$ cat src/rtl/seq_div_8by4.sv
// Sequential 8-bit by 4-bit unsigned restoring divider, one quotient bit per cycle.
// Define DIV_ZERO_SHORTCUT_EN to finish a divide-by-zero in one cycle instead of eight.
module seq_div_8by4 (
  input  logic       clk,
  input  logic       rst,
  input  logic       start,
  input  logic [7:0] dividend,
  input  logic [3:0] divisor,
  output logic       busy,
  output logic       done,
  output logic [7:0] quotient,
  output logic [3:0] remainder,
  output logic       div_by_zero
);

  localparam logic [1:0] S_IDLE = 2'd0;
  localparam logic [1:0] S_RUN  = 2'd1;
  localparam logic [1:0] S_DONE = 2'd2;

  logic [1:0] state_q, state_d;
  logic [7:0] dvd_q, dvd_d;
  logic [3:0] dvs_q, dvs_d;
  logic [4:0] prem_q, prem_d;
  logic [7:0] pquo_q, pquo_d;
  logic [2:0] cnt_q, cnt_d;
  logic [7:0] quo_q, quo_d;
  logic [3:0] rem_q, rem_d;
  logic       dbz_q, dbz_d;

  logic [5:0] trial;
  logic [4:0] diff;
  logic       qbit;
  logic [4:0] step_rem;
  logic [7:0] step_quo;

  // One restoring step; trial keeps the carried-out bit so the compare is exact.
  always_comb begin
    trial    = {prem_q, dvd_q[7]};
    qbit     = (trial >= {2'b00, dvs_q});
    diff     = trial[4:0] - {1'b0, dvs_q};
    step_rem = qbit ? diff : trial[4:0];
    step_quo = {pquo_q[6:0], qbit};
  end

  always_comb begin
    state_d = state_q;
    dvd_d   = dvd_q;
    dvs_d   = dvs_q;
    prem_d  = prem_q;
    pquo_d  = pquo_q;
    cnt_d   = cnt_q;
    quo_d   = quo_q;
    rem_d   = rem_q;
    dbz_d   = dbz_q;
    case (state_q)
      S_IDLE: begin
        if (start) begin
          dvd_d   = dividend;
          dvs_d   = divisor;
          prem_d  = 5'd0;
          pquo_d  = 8'd0;
          cnt_d   = 3'd0;
          state_d = S_RUN;
`ifdef DIV_ZERO_SHORTCUT_EN
          if (divisor == 4'd0) begin
            quo_d   = 8'hFF;
            rem_d   = dividend[3:0];
            dbz_d   = 1'b1;
            state_d = S_DONE;
          end
`endif
        end
      end
      S_RUN: begin
        dvd_d  = {dvd_q[6:0], 1'b0};
        prem_d = step_rem;
        pquo_d = step_quo;
        cnt_d  = cnt_q + 3'd1;
        if (cnt_q == 3'd7) begin
          quo_d   = step_quo;
          rem_d   = step_rem[3:0];
          dbz_d   = (dvs_q == 4'd0);
          state_d = S_DONE;
        end
      end
      S_DONE:  state_d = S_IDLE;
      default: state_d = S_IDLE;
    endcase
  end

  always_ff @(posedge clk) begin
    if (rst) begin
      state_q <= S_IDLE;
      dvd_q   <= 8'd0;
      dvs_q   <= 4'd0;
      prem_q  <= 5'd0;
      pquo_q  <= 8'd0;
      cnt_q   <= 3'd0;
      quo_q   <= 8'd0;
      rem_q   <= 4'd0;
      dbz_q   <= 1'b0;
    end else begin
      state_q <= state_d;
      dvd_q   <= dvd_d;
      dvs_q   <= dvs_d;
      prem_q  <= prem_d;
      pquo_q  <= pquo_d;
      cnt_q   <= cnt_d;
      quo_q   <= quo_d;
      rem_q   <= rem_d;
      dbz_q   <= dbz_d;
    end
  end

  assign busy        = (state_q != S_IDLE);
  assign done        = (state_q == S_DONE);
  assign quotient    = quo_q;
  assign remainder   = rem_q;
  assign div_by_zero = dbz_q;

endmodule

$ cat config.mk
export PLATFORM = sky130hd
export DESIGN_NAME = seq_div_8by4
export DESIGN_NICKNAME = d
export VERILOG_FILES = /design/src/rtl/seq_div_8by4.sv
export SDC_FILE = /design/constraint.sdc
export NUM_CORES = 1
export LEC_CHECK = 0
export ABC_CLOCK_PERIOD_IN_PS = 1700
export CORE_UTILIZATION = 35
export CTS_BUF_LIST = sky130_fd_sc_hd__clkbuf_8
export DETAILED_ROUTE_END_ITERATION = 10
export HOLD_SLACK_MARGIN = 0.08
export SKIP_LAST_GASP = 1
export SYNTH_ARGS = -nofsm -noshare
export SYNTH_HDL_FRONTEND = slang
export SYNTH_SLANG_ARGS = --single-unit
export TNS_END_PERCENT = 100
$ cat constraint.sdc
create_clock -name clk -period 1.7 [get_ports clk]
set_clock_uncertainty 0.05 [all_clocks]
set_input_delay 0.51 -clock clk [delete_from_list [all_inputs] [get_ports clk]]
set_output_delay 0.51 -clock clk [all_outputs]
set_load 0.02 [all_outputs]
==> results.json <==
{
  "ys_seq_elements": 42,
  "hpwl_um": 3040,
  "viasPerCell": 4.81,
  "area_growth_pct": 36.6,
  "status": "finished, violations left",
  "cts_tree": "built",
  "cp.required_ps": 1840,
  "die_h_um": 75.1,
  "cts.hold.buffers_added": 0,
  "place_congestion": 0.786,
  "die_w_um": 75.1,
  "wl_per_cell_um": 12.3,
  "cp_max_fo": 5,
  "antenna_found_initial": 0,
  "seq_area_frac_synth_pct": 45.0,
  "fin_nets": 282,
  "syn_area_per_cell_um2": 9.20,
  "clkTransAtPathRegs_ps": 90,
  "fin_ws_ps": -124,
  "power.total_w": 0.00231,
  "hold_ws_ps": 405,
  "synth_area_leaders": "dfxtp_1, nor2_1, nand2_1",
  "dpl_worst_slack_ps": -227,
  "yosys_warnings": 0,
  "dr.pass1.iters": 4,
  "dr.first_iter.drc_count": 59,
  "yosysTopAreaCellShare_pct": 45.0,
  "worstSetupPathType": "flop to flop",
  "grt_pass1_wl_um": 6810,
  "cp.arrival_ps": 1960,
  "yosysUniqueCellTypes": 46,
  "fmax_mhz": 548,
  "crit_path_start_kind": "flop",
  "grt_use_total_pct": 16.3,
  "min_period_ps": 1820,
  "syn_area_um2": 1870,
  "fillers": 514,
  "synth_nets": 225,
  "period_share_pct": 107,
  "dieArea_um2": 5630,
  "clockRootBuffer": "clkbuf_8",
  "syn_inst": 203,
  "synth_top_area_cell": "dfxtp_1",
  "slew_headroom_pct": 72.2,
  "port_buffers": 29,
  "power_density_nw_per_um2": 904,
  "cts.htree.levels": 2,
  "routed_wl_um": 4070,
  "overflow": 0,
  "grt_max_degree": 29,
  "start_util_pct": 36.6,
  "numCtsBuffers": 5,
  "drc": 0,
  "cp-end-kind": "flop",
  "irDropWorstVdd_mv": 0.528,
  "clk_path_buf_depth": 2,
  "coreArea_um2": 5110,
  "antenna_cells": 0,
  "clk_latency_ps": 300,
  "hold_viol_final": 0,
  "vias": 1591,
  "maxCapViolations": 0,
  "clock_sinks": 42,
  "p_leak_nw": 1.05,
  "seq_area_um2": 842,
  "grt_pass1_vias": 1522,
  "tightest_slew_ps": 417,
  "ios": 30,
  "setup_viol": 11,
  "final_util_pct": 50.0,
  "postRouteAntennaNets": 0,
  "hold_path_class": "flop to flop",
  "multi_input_area_um2": 1000,
  "rsz0062_at_grt": "yes",
  "core.rowCount": 26,
  "violations": "negative setup slack",
  "drv_slew": 0,
  "drive_gt1_share_pct": 24.5
}
cells in the mapped netlist, drive strengths merged:
cell type and n:
nand4 2, ha 6, and2 2, nor4 1
a32oi 3, a22oi 9, a21oi 16, o21ai 3
nor3 1, mux2i 9, a211oi 8, nand2 25
nand3b 1, clkbuf 3, nand3 2, nand2b 1
xor2 1, o21ba 1, inv 7, fa 1
o211ai 1, a311oi 1, a21o 2, dfxtp 42
o21bai 1, nor3b 2, nor2b 2, xnor2 1
and3b 1, a32o 2, or2 1, nor2 31
or3b 1, o31ai 5, buf 7, and3 1
state kept, by name (all words and copies together), names as in the netlist:
signal,count
dvs_q,4
cnt_q,3
quotient,8
div_by_zero,1
dvd_q,8
pquo_q,7
prem_q,5
state_q,2
remainder,4
final cells by class:
cell class                      count  share of cell area (%)
Clock buffer                        5                    2.70
Sequential cell                    42                    33.0
Timing Repair Buffer               60                    19.6
Inverter                            7                    1.03
Clock inverter                      3                   0.980
Multi-Input combinational cell    144                    39.3
Tap cell                           70                    3.43
what timing repair did:
| action | 4_1_cts | 5_1_grt |
|---|---|---|
| resized for setup | 24 | 5 |
| gates cloned | 0 | 0 |
| endpoints found under the hold margin | 0 | 0 |
| setup buffers | 2 | 2 |
| setup endpoints to repair | 26 | 13 |
| pin swaps | 9 | 1 |
per-stage QoR:
step / area [um2] / instances / setup TNS (ps)
detailed placement: 2420 / 319 / -4250
global placement: 2420 / 319 / -3230
CTS: 2540 / 329 / -1160
floorplan: 1900 / 203 / -300
global route: 2550 / 331 / -1970
finish: 2550 / 331 / -1080
per-layer routing:
metal | up-vias | wire length (um) | GRT usage (%)
met5 | - | 0 | 0
met4 | 0 | 58 | 5.66
met3 | 7 | 211 | 4.28
met2 | 37 | 1730 | 25.5
met1 | 716 | 2070 | 21.7
li1 | 831 | - | -
final timing paths:
kind / end / startpoint / slack, ps / cells past startpoint
hold / removal: quotient[2] / quotient[2] / 400 / 2
hold reg to reg: quotient[2] / quotient[2] / 400 / 2
setup / recovery: prem_q[0] / dvd_q[7] / -120 / 8
setup reg to reg: prem_q[0] / dvd_q[7] / -120 / 8
power by group:
part / internal (W) / total, W / switching, W
clock: 0.000296 / 0.000664 / 0.000367
combinational: 0.000281 / 0.000587 / 0.000307
sequential: 0.00103 / 0.00106 / 0.0000303
critical path, stage by stage (launching register included):
cell and delay (ps):
dfxtp_2 330, inv_2 70, ha_4 130, inv_2 30, fa_2 320, a21o_1 200, a21oi_4 210, nand3_2 120
a32o_1 250
cells in the final DEF, fill, tap and decap left out, types with 5 or more instances in the layout:
cell,instances
dfxtp_1,41
nor2_1,30
buf_4,30
nand2_1,25
a21oi_1,14
clkdlybuf4s50_1,14
dlygate4sd2_1,13
a22oi_1,9
mux2i_1,9
a211oi_1,7
inv_1,5
ha_1,5
clkbuf_8,5
logic make-up after synthesis:
family                     share of synthesized area (%)
adders and majority gates                           5.09
xor gates and xnor gates                           0.938
muxes                                               4.82
buffers and inverters                               5.02
AOI/OAI and AO/OA                                   20.2
DFF                                                 45.0
and+or+nand+nor                                     19.0
Power figures use the tool's default switching activity.
